`src/rtl/ps2_key_pkg.sv`:
```
// ----------------------------------------------------------------------------
// ps2_key_pkg
//   Shared definitions for the PS/2 scan-code sequence encoder.
//   - Prefix byte constants (extended, release, pause).
//   - Keyboard response codes that never start a key sequence.
//   - Sequence-assembly state enum.
// ----------------------------------------------------------------------------
package ps2_key_pkg;

   localparam logic [7:0] PS2_EXT   = 8'hE0;
   localparam logic [7:0] PS2_REL   = 8'hF0;
   localparam logic [7:0] PS2_PAUSE = 8'hE1;

   // Keyboard responses (ACK, BAT ok, resend, echo, errors/overrun)
   localparam logic [7:0] PS2_RSP_ACK    = 8'hFA;
   localparam logic [7:0] PS2_RSP_BAT    = 8'hAA;
   localparam logic [7:0] PS2_RSP_RESEND = 8'hFE;
   localparam logic [7:0] PS2_RSP_ECHO   = 8'hEE;
   localparam logic [7:0] PS2_RSP_ERR0   = 8'h00;
   localparam logic [7:0] PS2_RSP_ERR1   = 8'hFF;

   typedef enum logic [1:0] {
      ST_IDLE  = 2'd0,   // no bytes held
      ST_PFX   = 2'd1,   // holding E0 and/or F0
      ST_PRT   = 2'd2,   // PrintScreen continuation
      ST_PAUSE = 2'd3    // E1 Pause sequence
   } ps2_seq_state_t;

   function automatic logic is_ignored(input logic [7:0] b);
      return (b == PS2_RSP_ACK)    || (b == PS2_RSP_BAT)  ||
             (b == PS2_RSP_RESEND) || (b == PS2_RSP_ECHO) ||
             (b == PS2_RSP_ERR0)   || (b == PS2_RSP_ERR1);
   endfunction

endpackage

```
`src/rtl/ps2_seq_timer.sv`:
```
// ----------------------------------------------------------------------------
// ps2_seq_timer
//   Idle counter for a partially received scan-code sequence.
//   Ports:
//     i_clk      system clock
//     i_rst_n    asynchronous active-low reset
//     i_run      counting enabled (a sequence is in progress)
//     i_restart  a byte was accepted; counter returns to zero
//     o_expire   high while the counter sits at TIMEOUT and is running
// ----------------------------------------------------------------------------
module ps2_seq_timer #(
   parameter int TIMEOUT = 1_000_000
) (
   input  logic i_clk,
   input  logic i_rst_n,
   input  logic i_run,
   input  logic i_restart,
   output logic o_expire
);

   localparam int              LP_W     = $clog2(TIMEOUT + 1);
   localparam logic [LP_W-1:0] LP_LIMIT = LP_W'(TIMEOUT);

   logic [LP_W-1:0] r_count;

   // Saturates at the limit instead of wrapping.
   always_ff @(posedge i_clk or negedge i_rst_n) begin
      if (!i_rst_n) begin
         r_count <= '0;
      end else if (!i_run || i_restart) begin
         r_count <= '0;
      end else if (r_count != LP_LIMIT) begin
         r_count <= r_count + 1'b1;
      end
   end

   assign o_expire = i_run && (r_count == LP_LIMIT);

endmodule

```
`src/rtl/ps2_key_encoder.sv`:
```
// ----------------------------------------------------------------------------
// ps2_key_encoder
//   Assembles PS/2 scan bytes into complete make/break sequences (E0/F0
//   prefixes, PrintScreen, Pause) and publishes each as a 65-bit word.
//   Ports:
//     clk_sys     system clock, rising edge
//     reset_n     asynchronous active-low reset
//     byte_valid  one-cycle strobe qualifying byte_data
//     byte_data   received scan byte
//     ps2_key     [64] toggles per event, [63:0] sequence bytes, last in [7:0]
//     key_strobe  one-cycle pulse with each ps2_key update
//     seq_drop    one-cycle pulse when a partial sequence is discarded
// ----------------------------------------------------------------------------
module ps2_key_encoder
   import ps2_key_pkg::*;
#(
   parameter int TIMEOUT = 1_000_000
) (
   input  logic        clk_sys,
   input  logic        reset_n,
   input  logic        byte_valid,
   input  logic [7:0]  byte_data,
   output logic [64:0] ps2_key,
   output logic        key_strobe,
   output logic        seq_drop
);

   ps2_seq_state_t r_state, w_state_nxt;

   // The longest sequence (Pause) is 8 bytes and is emitted in the cycle its
   // eighth byte arrives, so at most 7 bytes are ever held between bytes.
   logic [55:0] r_acc, w_acc_nxt;
   logic [3:0]  r_cnt, w_cnt_nxt;
   logic [64:0] r_key;
   logic        r_strobe;
   logic        r_drop;

   logic        w_emit;
   logic [63:0] w_emit_val;
   logic        w_drop;
   logic        w_fresh;
   logic        w_expire;
   logic [55:0] w_shift;
   logic [63:0] w_shift64;

   assign w_shift   = {r_acc[47:0], byte_data};
   assign w_shift64 = {r_acc, byte_data};

   ps2_seq_timer #(
      .TIMEOUT (TIMEOUT)
   ) u_timer (
      .i_clk     (clk_sys),
      .i_rst_n   (reset_n),
      .i_run     (r_state != ST_IDLE),
      .i_restart (byte_valid),
      .o_expire  (w_expire)
   );

   always_comb begin
      w_state_nxt = r_state;
      w_acc_nxt   = r_acc;
      w_cnt_nxt   = r_cnt;
      w_emit      = 1'b0;
      w_emit_val  = '0;
      w_drop      = 1'b0;
      w_fresh     = 1'b0;

      // A byte takes priority over a timeout expiring in the same cycle.
      if (byte_valid) begin
         case (r_state)
            ST_IDLE: begin
               w_fresh = 1'b1;
            end

            ST_PFX: begin
               if ((byte_data == PS2_EXT) || (byte_data == PS2_PAUSE) ||
                   ((byte_data == PS2_REL) && (r_acc[7:0] == PS2_REL))) begin
                  // Repeated prefix: abandon the partial sequence and let the
                  // byte start a new one.
                  w_drop  = 1'b1;
                  w_fresh = 1'b1;
               end else if (byte_data == PS2_REL) begin
                  // Only reachable with a lone E0 held.
                  w_acc_nxt = w_shift;
                  w_cnt_nxt = r_cnt + 4'd1;
               end else if (((r_cnt == 4'd1) && (r_acc[7:0] == PS2_EXT) &&
                             (byte_data == 8'h12)) ||
                            ((r_cnt == 4'd2) && (r_acc[15:0] == {PS2_EXT, PS2_REL}) &&
                             (byte_data == 8'h7C))) begin
                  w_acc_nxt   = w_shift;
                  w_cnt_nxt   = r_cnt + 4'd1;
                  w_state_nxt = ST_PRT;
               end else begin
                  w_emit      = 1'b1;
                  w_emit_val  = w_shift64;
                  w_acc_nxt   = '0;
                  w_cnt_nxt   = '0;
                  w_state_nxt = ST_IDLE;
               end
            end

            ST_PRT: begin
               // Make: E0 12 | E0 7C        Break: E0 F0 7C | E0 F0 12
               if (((r_cnt == 4'd2) && (byte_data == PS2_EXT)) ||
                   ((r_cnt == 4'd3) && (r_acc[7:0] == 8'h7C) && (byte_data == PS2_EXT)) ||
                   ((r_cnt == 4'd4) && (byte_data == PS2_REL))) begin
                  w_acc_nxt = w_shift;
                  w_cnt_nxt = r_cnt + 4'd1;
               end else if (((r_cnt == 4'd3) && (r_acc[7:0] == PS2_EXT) &&
                             (byte_data == 8'h7C)) ||
                            ((r_cnt == 4'd5) && (byte_data == 8'h12))) begin
                  w_emit      = 1'b1;
                  w_emit_val  = w_shift64;
                  w_acc_nxt   = '0;
                  w_cnt_nxt   = '0;
                  w_state_nxt = ST_IDLE;
               end else begin
                  // Deviating byte is discarded along with the sequence.
                  w_drop      = 1'b1;
                  w_acc_nxt   = '0;
                  w_cnt_nxt   = '0;
                  w_state_nxt = ST_IDLE;
               end
            end

            ST_PAUSE: begin
               if (r_cnt == 4'd7) begin
                  w_emit      = 1'b1;
                  w_emit_val  = w_shift64;
                  w_acc_nxt   = '0;
                  w_cnt_nxt   = '0;
                  w_state_nxt = ST_IDLE;
               end else begin
                  w_acc_nxt = w_shift;
                  w_cnt_nxt = r_cnt + 4'd1;
               end
            end

            default: begin
               w_acc_nxt   = '0;
               w_cnt_nxt   = '0;
               w_state_nxt = ST_IDLE;
            end
         endcase
      end else if (w_expire) begin
         w_drop      = 1'b1;
         w_acc_nxt   = '0;
         w_cnt_nxt   = '0;
         w_state_nxt = ST_IDLE;
      end

      // Byte interpreted as the first byte of a sequence.
      if (w_fresh) begin
         w_acc_nxt   = '0;
         w_cnt_nxt   = '0;
         w_state_nxt = ST_IDLE;
         if (is_ignored(byte_data)) begin
            w_state_nxt = ST_IDLE;
         end else if ((byte_data == PS2_EXT) || (byte_data == PS2_REL)) begin
            w_acc_nxt   = {48'h0, byte_data};
            w_cnt_nxt   = 4'd1;
            w_state_nxt = ST_PFX;
         end else if (byte_data == PS2_PAUSE) begin
            w_acc_nxt   = {48'h0, byte_data};
            w_cnt_nxt   = 4'd1;
            w_state_nxt = ST_PAUSE;
         end else begin
            w_emit     = 1'b1;
            w_emit_val = {56'h0, byte_data};
         end
      end
   end

   always_ff @(posedge clk_sys or negedge reset_n) begin
      if (!reset_n) begin
         r_state  <= ST_IDLE;
         r_acc    <= '0;
         r_cnt    <= '0;
         r_key    <= '0;
         r_strobe <= 1'b0;
         r_drop   <= 1'b0;
      end else begin
         r_state  <= w_state_nxt;
         r_acc    <= w_acc_nxt;
         r_cnt    <= w_cnt_nxt;
         r_strobe <= w_emit;
         r_drop   <= w_drop;
         if (w_emit) begin
            r_key <= {~r_key[64], w_emit_val};
         end
      end
   end

   assign ps2_key    = r_key;
   assign key_strobe = r_strobe;
   assign seq_drop   = r_drop;

endmodule

```
`config.mk`:
```
export PLATFORM = sky130hd
export DESIGN_NAME = ps2_key_encoder
export DESIGN_NICKNAME = d
export VERILOG_FILES = /design/src/rtl/ps2_key_pkg.sv /design/src/rtl/ps2_seq_timer.sv /design/src/rtl/ps2_key_encoder.sv
export SDC_FILE = /design/constraint.sdc
export NUM_CORES = 1
export LEC_CHECK = 0
export BUFFER_PORTS_ARGS = -buffer_cell sky130_fd_sc_hd__buf_4
export CELL_PAD_IN_SITES_DETAIL_PLACEMENT = 0
export CELL_PAD_IN_SITES_GLOBAL_PLACEMENT = 1
export CORE_ASPECT_RATIO = 0.9
export CORE_MARGIN = 1
export CORE_UTILIZATION = 35
export CTS_CLUSTER_DIAMETER = 50
export CTS_CLUSTER_SIZE = 24
export DETAILED_ROUTE_END_ITERATION = 16
export PLACE_DENSITY = 0.66
export SYNTH_ARGS = -nofsm -noshare
export SYNTH_HDL_FRONTEND = slang
export SYNTH_SLANG_ARGS = --single-unit
```
`constraint.sdc`:
```
create_clock -name clk_sys -period 2.6 [get_ports clk_sys]
set_clock_uncertainty 0.1 [all_clocks]
set_input_delay 0.52 -clock clk_sys [delete_from_list [all_inputs] [get_ports clk_sys]]
set_output_delay 0.52 -clock clk_sys [all_outputs]
set_load 0.01 [all_outputs]
```
# Word level (Yosys, flattened, before mapping)

Cells that the tools add are included.

Word-level logic and storage cells: 144
Bits in registers: 149
Bits of input ports: 11

Multiplexer cells: 70
Reduce and logical (&&, ||, !) cells: 34
Add/sub/neg operators: 2
Bitwise gates (word level): 1
Equality and inequality tests: 30

Operators with widths:

| operator                | count |
|---|---|
| $mux W64                | 11 |
| $mux W56                | 8 |
| $pmux W64 S3            | 1 |
| $pmux W56 S3            | 1 |
| $eq A8 B8 Y1 const B    | 10 |
| $mux W20                | 2 |
| $mux W4                 | 8 |
| $mux W8                 | 3 |
| $mux W2                 | 11 |
| $add A20 B1 Y20 const B | 1 |
| $eq A20 B20 Y1 const B  | 1 |
| $mux W1                 | 20 |
| $ne A20 B20 Y1 const B  | 1 |
| $eq A16 B16 Y1 const B  | 1 |
| $eq A8 B7 Y1 const B    | 2 |
| $ne A4 B4 Y1 const B    | 4 |
| $logic_and A1 B1 Y1     | 13 |
| $logic_or A1 B1 Y1      | 13 |
| $eq A4 B3 Y1 const B    | 3 |
| $pmux W4 S3             | 1 |
| $eq A4 B2 Y1 const B    | 2 |
| $eq A8 B5 Y1 const B    | 1 |
| $logic_not A8 Y1        | 1 |
| $pmux W2 S3             | 1 |
| other kinds (14)        | 17 |

# Longest topological paths before layout

Word-level depth: 13
Gate-level depth with buffers: 10

# By module

Synthesis repeated with hierarchy kept, for this count alone.

Cells, all modules: 747
Area total of the unflattened synthesis: 6851.6 µm²

By module, submodules not included:

| module          | seq. area each (µm²) | times used | cells each | area an instance (µm²) |
|---|---|---|---|---|
| ps2_key_encoder | 3228.1               | 1          | 628        | 5755.5 |
| ps2_seq_timer   | 500.5                | 1          | 119        | 1096.1 |

# Worst setup path before layout

OpenSTA, ideal clock, no wires.

Path kind: input port to flip-flop
Start point: input byte_data[0]
End point: register r_key[6], in the netlist ps2_key[6]
Setup slack: 0.045 ns
Buffers on the path: 2
Data required time: 2.373 ns
Library setup time: 0.127 ns
Stages: 8
Arrival: 2.328 ns
Path through: buf_2 > and4b_1 > nand4_1 > o32a_1 > a211o_1 > o21ba_4 > buf_4 > mux2_1

Cells in the longest elaborated chain, start to end: 12
Elaborated cells on any way between the ends: 56
Classes of those cells: eq/ne (10); mux (25); reduce/logical (21)

Ends and longest elaborated chain:

| what                                                | RTL line                                     | RTL |
|---|---|---|
| from (decl)                                         | ps2_key_encoder.sv:22                        | `input logic [7:0] byte_data,` |
| $eq A8 B5 Y1 / $eq A8 B7 Y1 (equally long branches) | -                                            |  |
| $logic_and A1 B1 Y1, on equally long branches       | ps2_key_encoder.sv:86, ps2_key_encoder.sv:88 |  |
| $logic_or A1 B1 Y1                                  | ps2_key_encoder.sv:87                        | `(byte_data == 8'h12)) \|\|` |
| $mux W64 / $mux W1 (equally long branches)          | ps2_key_encoder.sv:86                        | `end else if (((r_cnt == 4'd1) && (r_acc[7:0] == PS2_EXT) &&` |
| $mux W64 / $mux W1 (equally long branches)          | ps2_key_encoder.sv:82                        | `end else if (byte_data == PS2_REL) begin` |
| $mux W64 / $mux W1 (equally long branches)          | ps2_key_encoder.sv:76                        | `if ((byte_data == PS2_EXT) \|\| (byte_data == PS2_PAUSE) \|\|` |
| $pmux W64 S3 / $pmux W1 S3 (equally long branches)  | ps2_key_encoder.sv:70                        | `case (r_state)` |
| $mux W64 / $mux W1 (equally long branches)          | ps2_key_encoder.sv:69                        | `if (byte_valid) begin` |
| $mux W64 / $mux W1 (equally long branches)          | ps2_key_encoder.sv:163                       | `end else if (byte_data == PS2_PAUSE) begin` |
| $mux W64 / $mux W1 (equally long branches)          | ps2_key_encoder.sv:159                       | `end else if ((byte_data == PS2_EXT) \|\| (byte_data == PS2_REL)) begin` |
| $mux W64 / $mux W1 (equally long branches)          | ps2_key_encoder.sv:157                       | `if (is_ignored(byte_data)) begin` |
| $mux W64 / $mux W1 (equally long branches)          | ps2_key_encoder.sv:153                       | `if (w_fresh) begin` |
| to (signal assigned)                                | ps2_key_encoder.sv:189                       | `r_key <= {~r_key[64], w_emit_val};` |
| to (decl)                                           | ps2_key_encoder.sv:34                        | `logic [64:0] r_key;` |

Parallel ways exist; a longest one is shown, timed or not.
A chain may end at the register's enable or synchronous reset.

# Worst setup path in the final report

Start point: register r_acc[1]
End point: register r_key[4], in the netlist ps2_key[4]

Cells in the longest elaborated chain, start to end: 13
Elaborated cells on any way between the ends: 43
Classes of those cells: eq/ne (4); mux (25); reduce/logical (14)

Ends and longest elaborated chain:

| what                                                        | RTL line                                                             | RTL |
|---|---|---|
| from (decl)                                                 | ps2_key_encoder.sv:32                                                | `logic [55:0] r_acc, w_acc_nxt;` |
| from (signal assigned)                                      | ps2_key_encoder.sv:184                                               | `r_acc <= w_acc_nxt;` |
| $eq A16 B16 Y1 / $eq A8 B8 Y1 (equally long branches)       | ps2_key_encoder.sv:88, ps2_key_encoder.sv:86, ps2_key_encoder.sv:109 |  |
| $logic_and A1 B1 Y1, on equally long branches (2 in series) | ps2_key_encoder.sv:88, ps2_key_encoder.sv:86                         |  |
| $logic_or A1 B1 Y1                                          | ps2_key_encoder.sv:87                                                |  |
| $mux W64 / $mux W1 (equally long branches)                  | ps2_key_encoder.sv:86                                                |  |
| $mux W64 / $mux W1 (equally long branches)                  | ps2_key_encoder.sv:82                                                |  |
| $mux W64 / $mux W1 (equally long branches)                  | ps2_key_encoder.sv:76                                                |  |
| $pmux W64 S3 / $pmux W1 S3 (equally long branches)          | ps2_key_encoder.sv:70                                                |  |
| $mux W64 / $mux W1 (equally long branches)                  | ps2_key_encoder.sv:69                                                |  |
| $mux W64 / $mux W1 (equally long branches)                  | ps2_key_encoder.sv:163                                               |  |
| $mux W64 / $mux W1 (equally long branches)                  | ps2_key_encoder.sv:159                                               |  |
| $mux W64 / $mux W1 (equally long branches)                  | ps2_key_encoder.sv:157                                               |  |
| $mux W64 / $mux W1 (equally long branches)                  | ps2_key_encoder.sv:153                                               |  |

Parallel ways exist; a longest one is shown, timed or not.

==> impl_results.rst <==
.. list-table::
   :header-rows: 1

   * - Metric
     - Value
   * - Fmax
     - 398 MHz
   * - H-tree levels
     - 4
   * - Critical-path top delay cell
     - sky130_fd_sc_hd__and4bb_4
   * - Vias after detailed routing
     - 4720
   * - Final period utilization
     - 96.5%
   * - FF-to-FF setup slack
     - 90 ps
   * - Fraction of power spent switching nets
     - 26.3%
   * - Shortest clock period the worst path allows after layout
     - 2510 ps
   * - Main area contributors after synthesis
     - sky130_fd_sc_hd__dfrtp_1, sky130_fd_sc_hd__a22o_1, sky130_fd_sc_hd__ha_1
   * - DP Wirelength
     - 10600 um
   * - Routability congestion estimate from global placement
     - 0.909
   * - Netlist area before placement
     - 6350 sq um
   * - Area share of the leading cell type in the synthesized netlist
     - 58.7%
   * - Worst hold endpoint
     - r_acc[5]
   * - Part of the total power dissipated in the clock network
     - 40.6%
   * - Detailed Route Iter0 Violations
     - 309
   * - Area grow syn2layout
     - 28.7%
   * - Top_reg_cell synth
     - sky130_fd_sc_hd__dfrtp_1
   * - Total of max-cap violations
     - 0
   * - GRT Max-Usage Layer
     - met1
   * - First-pass GRT wire length
     - 25200 um
   * - Avg Vias per Cell
     - 5.36
   * - Final design instance area without fill
     - 8170 sq um
   * - TritonCTS clock tree
     - yes
   * - Power spent charging and discharging nets
     - 1.49 mW
   * - Drt total wl
     - 16200 um
   * - RSZ-0062 raised after global routing
     - no
   * - Measured slew at the worst slew-check pin
     - 614 ps
   * - Data required time of the worst path
     - 2810 ps
   * - Register-to-Register Path Depth
     - 6
   * - Overflow left after global routing
     - 0
   * - Port bufs
     - 77
   * - Instance area at placement
     - 7470 sq um
   * - Cell type with the highest aggregate area in the netlist
     - sky130_fd_sc_hd__dfrtp_1
   * - Total power per unit cell area
     - 693 nW/um^2
   * - Proportion of power drawn by combinational gates
     - 15.7%
   * - Yosys warning count
     - 0
   * - CTS sink count
     - 149
   * - Post-synth top cells
     - sky130_fd_sc_hd__dfrtp_1, sky130_fd_sc_hd__a22o_1, sky130_fd_sc_hd__nor2_1, sky130_fd_sc_hd__nand2_1, sky130_fd_sc_hd__inv_1
   * - Hold violation count in the final report
     - 0
   * - Worst min path class
     - in2reg
   * - Run status
     - complete, no violations
   * - Final sum of negative setup slack
     - 0 ps
   * - Setup violation total in the final timing report
     - 0
   * - Dominant cell by count in the synthesized netlist
     - sky130_fd_sc_hd__dfrtp_1
   * - Maximum fanout encountered on the critical timing path
     - 6
   * - Largest incremental delay on the critical path
     - 390 ps
   * - DIE AREA
     - 18700 sq um
   * - Syn_nets
     - 526
   * - Die W
     - 144 um
   * - Cts bufs inserted
     - 17
   * - Slew HR
     - 59.1%
   * - Fraction of registers with async set or reset after synthesis
     - 100%
   * - Start point of the worst hold path
     - byte_data[5]
   * - Remaining DRCs
     - 0
   * - Critical path, cell by cell
     - and4bb_4, nand4_1, o32a_1, a211o_2, o21ba_4, mux2_1
   * - FF+latch count, synth
     - 149
   * - Final Net Count
     - 649
   * - Power share of the sequential group
     - 43.7%
   * - Destination of the worst register-to-register timing path
     - ps2_key[4]
   * - Grt met3 use
     - 4.62%
   * - Inserted Diodes
     - 0
   * - Worst vdd ir
     - 468 uV
   * - Cell leakage power
     - 3.91 nW
   * - Via count of the first global-routing pass
     - 4643
   * - Max Transition Viols Final
     - 0
   * - Buffers from clock root to sink, at most
     - 2
   * - IO Count
     - 78
   * - Pre-Repair DR Iteration Count
     - 5
   * - Gate count of the mapped netlist
     - 505
   * - Met1 Track Usage GR
     - 26.4%
   * - Core area
     - 17700 sq um
   * - Clk pin slew, worst setup/hold paths
     - 60 ps
   * - Cells on Worst Hold Path
     - 2
   * - Vertical extent of the die
     - 130 um
   * - Pin count of the biggest net entering global routing
     - 67
   * - Type of element launching the critical path
     - register
   * - Critical Setup Path Class
     - reg2reg
   * - Starting utilization of the core area
     - 35.9%
   * - Arrival time of the worst setup path
     - 2710 ps
   * - Post-route antenna net violation count
     - 0
   * - Worst R2R Start
     - r_acc[1]
   * - Met2 track utilization from global routing
     - 25.1%
   * - Number of enable-type register cells in the synthesized netlist
     - 0
   * - Crit. End Element
     - register
   * - Clock network latency to the later pin of the worst-skew pair
     - 430 ps
   * - P_int
     - 4.17 mW
   * - Ratio of cells with drive above 1 in the final layout
     - 27.8%
   * - Row count
     - 46
   * - Global Route Usage Sum
     - 17.8%
   * - Mean instance size in the synthesized netlist
     - 12.6 sq um
   * - Seq/Total Area, Yosys
     - 58.7%
   * - Wire length per cell after detailed routing
     - 18.3 um
   * - Clk Tree Root Cell
     - sky130_fd_sc_hd__clkbuf_16
   * - Number of distinct standard cells referenced by the synthesized netlist
     - 59
   * - Number of antenna violations at the first check in global routing
     - 0
routing by layer:
layer | share of wire (%) | wire [um]
met1 | 49 | 7940
met2 | 45 | 7350
met3 | 4.9 | 792
met4 | 0.55 | 89
met5 | 0 | 0
layout by cell type, fill, tap and decap left out, types with 2 or more instances in the layout:
cell type                    netlist  final
sky130_fd_sc_hd__nor2_1           28     28
sky130_fd_sc_hd__o21ba_4           1      2
sky130_fd_sc_hd__buf_4             1    125
sky130_fd_sc_hd__xor2_1           12     12
sky130_fd_sc_hd__buf_12            0      5
sky130_fd_sc_hd__mux2_1            8      8
sky130_fd_sc_hd__o21ai_0           9      9
sky130_fd_sc_hd__a211oi_1          2      2
sky130_fd_sc_hd__a22o_1          107    107
sky130_fd_sc_hd__nor4b_2           1      2
sky130_fd_sc_hd__and2_1            4      4
sky130_fd_sc_hd__a32o_1            2      2
sky130_fd_sc_hd__inv_1            16     16
sky130_fd_sc_hd__ha_1             10      8
sky130_fd_sc_hd__a21oi_1           9      9
sky130_fd_sc_hd__o211ai_1          2      2
sky130_fd_sc_hd__nor3_1            7      7
sky130_fd_sc_hd__nand2_1          17     17
sky130_fd_sc_hd__a221o_1           4      4
sky130_fd_sc_hd__clkbuf_1         14      4
sky130_fd_sc_hd__nand2b_1          4      4
sky130_fd_sc_hd__a21o_1            3      3
sky130_fd_sc_hd__xnor2_1           4      4
sky130_fd_sc_hd__clkinvlp_4        0      2
sky130_fd_sc_hd__or3_1             5      5
sky130_fd_sc_hd__a31oi_1           4      4
sky130_fd_sc_hd__and4_1            2      2
sky130_fd_sc_hd__buf_6            10      3
sky130_fd_sc_hd__clkbuf_16         0     19
sky130_fd_sc_hd__clkbuf_8          0      6
sky130_fd_sc_hd__a32oi_1           2      2
sky130_fd_sc_hd__dfrtp_1         149    149
sky130_fd_sc_hd__nand4_1           9      9
sky130_fd_sc_hd__nor4_1            4      4
sky130_fd_sc_hd__nand3_1           9      9
sky130_fd_sc_hd__a211o_1           3      2
sky130_fd_sc_hd__ha_2              0      2
sky130_fd_sc_hd__and4b_1           4      4
sky130_fd_sc_hd__and3_1            7      7
kinds of logic (layout without fill, tap and decap cells):
logic type	Yosys count	after routing	synth area share, %
xor+xnor	16	16	2.21
buf+inv	49	184	4.28
mux	9	9	1.58
compound gates	159	160	21.0
simple gates	112	112	10.1
fa+ha+maj	11	11	2.13
flops	149	149	58.7
flip-flops by register name, indices dropped and copies added (netlist names):
name,flops
r_cnt,4
ps2_key,65
seq_drop,1
r_acc,56
u_timer.r_count,20
r_state,2
key_strobe,1
power groups by stage:
stage	logic (mW)	clock network [mW]	registers, mW
2_1_floorplan	0.433	0	2.53
3_5_place_dp	0.837	0	2.51
4_1_cts	0.839	2.35	2.47
5_1_grt	0.972	2.46	2.48
6_report	0.888	2.30	2.47
3_3_place_gp	0.827	0	2.51
worst max-delay path, delay by kind of cell, from the launching register on:
family | cells | cell delay, ps
and+or+nand+nor | 2 | 490
muxes | 1 | 340
AOI/OAI and AO/OA | 3 | 1080
DFF | 1 | 370
layout make-up:
| class | count | area (sq um) |
|---|---|---|
| clock inverter | 5 | 37.5 |
| sequential | 149 | 3730 |
| fill | 1597 | 9500 |
| tap | 240 | 300 |
| inverter | 16 | 60.1 |
| clock buffer | 27 | 523 |
| multi-input combinational | 308 | 2390 |
| timing repair buffer | 136 | 1130 |
through the flow:
step           util (%)  setup slack (ps)  std cells  hold WS, ps  power, mW
2_1_floorplan         -              44.8        505          124       2.97
3_3_place_gp       42.3             -98.4        841          366       3.34
3_5_place_dp       42.3              -177        841          375       3.35
4_1_cts            45.5              30.5        874          244       5.66
5_1_grt            46.2              4.23        881          262       5.92
6_report           46.2              90.5        881          259       5.66
how the worst max path moves through the flow:
| stage | start | end | slack [ps] | cells after the start |
|---|---|---|---|---|
| after detailed placement | byte_data[1] | r_acc[6] | -180 | 10 |
| after global placement | byte_data[1] | r_acc[7] | -100 | 10 |
| after CTS | r_cnt[0] | ps2_key[44] | 30 | 8 |
| final | r_acc[1] | ps2_key[4] | 90 | 6 |
| after global routing | r_cnt[1] | ps2_key[3] | 4 | 8 |
| after floorplan | byte_data[0] | ps2_key[6] | 40 | 8 |
repair_timing:
item,CTS,global route
hold buffers,1,0
endpoints found under the hold margin,2,0
resized for setup,0,7
buffers inserted,0,3
endpoints found under the setup margin,0,121
No activity file was read; power rests on OpenSTA's default activity.
